## src/rtl/mcycle_ctrl.sv

```systemverilog
// ============================================================================
// Module      : mcycle_ctrl
// Description : Sequencer for a multi-cycle shift-add multiply / restoring
//               divide datapath (load, WIDTH steps, done pulse, stall request).
// Revision    : 1.0 - initial release
// ============================================================================
`default_nettype none

module mcycle_ctrl #(
    parameter int WIDTH = 32,
    parameter int CNT_W = 6
) (
    input  logic             CLK,
    input  logic             RESET,
    input  logic             Start,
    input  logic             MCycleOp,
    input  logic             Operand2Zero,
    output logic             Busy,
    output logic             Load,
    output logic             Step,
    output logic             OpSel,
    output logic [CNT_W-1:0] Count,
    output logic             Done,
    output logic             DivByZero
);

    typedef enum logic [1:0] {
        S_IDLE = 2'd0,
        S_LOAD = 2'd1,
        S_RUN  = 2'd2,
        S_DONE = 2'd3
    } state_t;

    localparam logic [CNT_W-1:0] LAST_STEP = CNT_W'(WIDTH - 1);

    state_t           state;
    state_t           state_next;
    logic [CNT_W-1:0] count_q;
    logic [CNT_W-1:0] count_next;
    logic             op_sel_q;
    logic             op_sel_next;
    logic             dbz_q;
    logic             dbz_next;

    always_ff @(posedge CLK) begin
        if (RESET) begin
            state    <= S_IDLE;
            count_q  <= '0;
            op_sel_q <= 1'b0;
            dbz_q    <= 1'b0;
        end else begin
            state    <= state_next;
            count_q  <= count_next;
            op_sel_q <= op_sel_next;
            dbz_q    <= dbz_next;
        end
    end

    always_comb begin
        state_next  = state;
        count_next  = count_q;
        op_sel_next = op_sel_q;
        dbz_next    = dbz_q;
        Busy        = 1'b0;
        Load        = 1'b0;
        Step        = 1'b0;
        Done        = 1'b0;
        DivByZero   = 1'b0;

        case (state)
            S_IDLE: begin
                // Stall the requesting instruction in the same cycle it asks.
                Busy = Start;
                if (Start) begin
                    state_next  = S_LOAD;
                    op_sel_next = MCycleOp;
                end
            end
            S_LOAD: begin
                Busy       = 1'b1;
                Load       = 1'b1;
                count_next = '0;
                // Latched op, not the live input, decides the zero-divisor abort.
                if (op_sel_q && Operand2Zero) begin
                    state_next = S_DONE;
                    dbz_next   = 1'b1;
                end else begin
                    state_next = S_RUN;
                    dbz_next   = 1'b0;
                end
            end
            S_RUN: begin
                Busy = 1'b1;
                Step = 1'b1;
                if (count_q == LAST_STEP) begin
                    state_next = S_DONE;
                end else begin
                    count_next = count_q + CNT_W'(1);
                end
            end
            S_DONE: begin
                Done       = 1'b1;
                DivByZero  = dbz_q;
                dbz_next   = 1'b0;
                state_next = S_IDLE;
            end
            default: begin
                state_next = S_IDLE;
            end
        endcase
    end

    assign OpSel = op_sel_q;
    assign Count = count_q;

endmodule

`default_nettype wire

```

## config.mk

```make
export PLATFORM = sky130hd
export DESIGN_NAME = mcycle_ctrl
export DESIGN_NICKNAME = d
export VERILOG_FILES = /design/src/rtl/mcycle_ctrl.sv
export SDC_FILE = /design/constraint.sdc
export NUM_CORES = 1
export LEC_CHECK = 0
export ABC_AREA = 1
export ABC_CLOCK_PERIOD_IN_PS = 2570
export BUFFER_PORTS_ARGS = -buffer_cell sky130_fd_sc_hd__buf_2
export CAP_MARGIN = 10
export CORE_AREA = 8 8 45 47
export DETAILED_ROUTE_END_ITERATION = 8
export DIE_AREA = 0 0 53 55
export GPL_TIMING_DRIVEN = 0
export PLACE_DENSITY = 0.8
export SLEW_MARGIN = 20
export SYNTH_ARGS = -nofsm -noshare
export SYNTH_HDL_FRONTEND = slang
export SYNTH_SLANG_ARGS = --single-unit
```

## constraint.sdc

```tcl
create_clock -name CLK -period 2.57 [get_ports CLK]
set_input_delay 0.257 -clock CLK [delete_from_list [all_inputs] [get_ports CLK]]
set_output_delay 0.257 -clock CLK [all_outputs]
set_load 0.02 [all_outputs]
```

==> results.py <==
metrics = {
    "status": {
        "outcome": "complete, no violations",
    },
    "die": {
        "fp.dieArea_sq_um": 2920,
        "die_h_microns": 55,
        "pin_count": 17,
        "die_w_microns": 53,
        "core_sq_um": 1380,
        "start_util_pct": 44.0,
        "rows": 14,
    },
    "drt": {
        "top_layer": "met3",
        "drt_wl_total_mm": 1.33,
        "wl_met2_microns": 649,
        "drtIter0Drc": 7,
        "drc": 0,
        "num_vias": 587,
        "wl_met3_microns": 122,
        "dr.pass1.iters": 3,
        "wire_per_inst_microns": 11.3,
        "vias_per_cell": 4.97,
        "ant_nets": 0,
        "drt-met1-wl_microns": 558,
    },
    "logic_synthesis": {
        "synth-compound-area-share_pct": 13.3,
        "seq_area_frac_synth_pct": 32.9,
        "synth_fa_ha_area_share_pct": 12.3,
        "synth-xor-area-share_pct": 1.44,
        "syn_nets": 95,
        "syn_inst": 84,
        "synthDistinctLibCells": 19,
        "synth_top_family_by_area": "simple AND/OR/NAND/NOR gates",
        "yosys.area_share.simple_pct": 31.4,
        "ys_seq_elements": 10,
        "syn_area_sq_um": 609,
        "synth.largest_area_cell": "dfxtp_1",
        "avgSynthCellArea_sq_um": 7.25,
        "synth_top_area_share_pct": 32.9,
        "synthTopCellsByArea": "dfxtp_1 33%, ha_1 12%, nand2_1 11%",
        "synth_warnings": 0,
        "synth_mux_area_share_pct": 0,
    },
    "cells_and_area": {
        "layout-drive-gt1-share_pct": 23.5,
        "nets": 115,
        "area_growth_pct": 19.3,
        "diodes": 0,
    },
    "power": {
        "vdd_drop_max_v": 0.000528,
        "p_per_area_nw_per_um2": 944,
        "power.leakage_nw": 0.357,
    },
    "timing": {
        "final.min_clock_period_ns": 1.69,
        "rsz0062_at_grt": "no",
        "maxSlewHeadroom_pct": 81.2,
        "hold_viol": 0,
        "slew_viol_final": 0,
        "finalCritPeriodShare_pct": 65.6,
        "setup_viol": 0,
        "tns_ns": 0,
        "fin_hold_ws_ns": 0.210,
        "fin_skew_ns": 0.00767,
        "fmax_mhz": 593,
        "tightest_slew_ns": 0.281,
    },
    "flow_run": {
        "max_cap_violations": 0,
    },
    "clock_network": {
        "tritoncts": "done",
        "cts_setup_buffers": 0,
        "cts_made_buffers": 3,
        "root_buffer": "clkbuf_4",
        "htreeDepth": 1,
        "cts.sinks": 10,
        "ctsResizeCount": 0,
        "clock_path_buffers": 2,
        "hold_buffers": 0,
        "path_clk_slew_ns": 0.07,
        "clk-insertion-delay-late_ns": 0.27,
    },
    "global_routing": {
        "antenna_found_initial": 0,
        "grt_max_degree": 11,
        "grt_pass1_wl_mm": 2.33,
        "grt_overflow": 0,
        "grt.total_usage_pct": 10.5,
        "grt_pass1_vias": 599,
    },
    "setup_path": {
        "worstSetupPathType": "reg2out",
        "worstPathRequired_ns": 2.31,
        "arrival_ns": 1.43,
        "cp-start-kind": "flip-flop",
        "crit_fanout": 5,
        "end_kind": "output port",
    },
    "placed_design": {
        "post-dp-hpwl_mm": 1.08,
        "gp_congestion": 0.776,
        "port_buffers": 15,
    },
    "hold_path": {
        "hold_class": "in2reg",
    },
}
cell type report:
cell class | instances | area [sq um]
plain buffers | 1 | 7.51
clock buffers | 3 | 22.5
repair buffers | 15 | 75.1
fillers | 133 | 657
inverters | 12 | 45.0
multi-input cells | 61 | 357
flip-flops and latches | 10 | 200
well taps | 16 | 20.0
cells in the mapped netlist, drive strengths merged:
| master | instances |
|---|---|
| nand2 | 20 |
| inv | 12 |
| dfxtp | 10 |
| nand3 | 10 |
| a21oi | 8 |
| nor2 | 7 |
| ha | 6 |
| o21ai | 3 |
| buf | 1 |
| nand4 | 1 |
| nor3 | 1 |
| nor3b | 1 |
| o211ai | 1 |
| o21bai | 1 |
| or2 | 1 |
| xnor2 | 1 |
sequential cells by signal, summed over array words and instances, names as in the netlist:
| name | cells |
|---|---|
| dbz_q | 1 |
| OpSel | 1 |
| Count | 6 |
| state | 2 |
path summary, 6_finish.rpt:
check	from	end	slack (ns)	depth (start not counted)
worst min register to register	Count[1]$_SDFFE_PP0P_	Count[1]$_SDFFE_PP0P_	0.52	2
worst min-delay path	RESET	Count[2]$_SDFFE_PP0P_	0.21	2
worst max-delay path	state[0]$_SDFFE_PP0P_	Busy	0.88	7
worst max register to register	state[0]$_SDFFE_PP0P_	Count[5]$_SDFFE_PP0P_	1.11	7
placed cells by master, fill, tap and decap left out, drive strengths merged, types with 3 or more instances in the layout:
master	n
nand2	20
buf	16
dfxtp	10
clkbuf	3
nor2	7
nand3	10
a21oi	8
inv	12
o21ai	3
ha	6
power breakdown:
part / internal [mW] / total (mW) / switching [mW]
Sequential: 0.182 / 0.216 / 0.0338
Clock: 0.0541 / 0.108 / 0.0541
Combinational: 0.132 / 0.362 / 0.230
worst max-delay path: stages, from the launching register on:
cell and delay [ns]:
dfxtp_1 0.40, inv_1 0.11, ha_1 0.22, nand2_1 0.08, inv_1 0.05, nor2_1 0.10, nor2_1 0.04, buf_2 0.15
metal layers:
metal	vias up	track usage (%)
li1	310	-
met1	261	10.7
met2	16	18.9
met3	0	5.08
met4	0	2.59
met5	-	0
cell families (layout without fill, tap and decap cells):
logic type	Yosys count	after routing
adder cells (fa/ha/maj)	6	6
AO/OA/AOI/OAI	13	13
XOR/XNOR	1	1
buffers and inverters	13	31
flip-flops	10	10
AND/OR/NAND/NOR	41	41
metrics by stage:
stage	instances	setup WS, ns	area (sq um)	power (mW)	utilization, %
after floorplan	84	1.12	609	0.493	-
after global placement	115	1.13	704	0.573	50.9
after detailed placement	115	1.09	704	0.586	50.9
after CTS	118	0.873	727	0.695	52.5
after global routing	118	0.722	727	0.760	52.5
final	118	0.885	727	0.686	52.5
No activity file was read; power rests on OpenSTA's default activity.
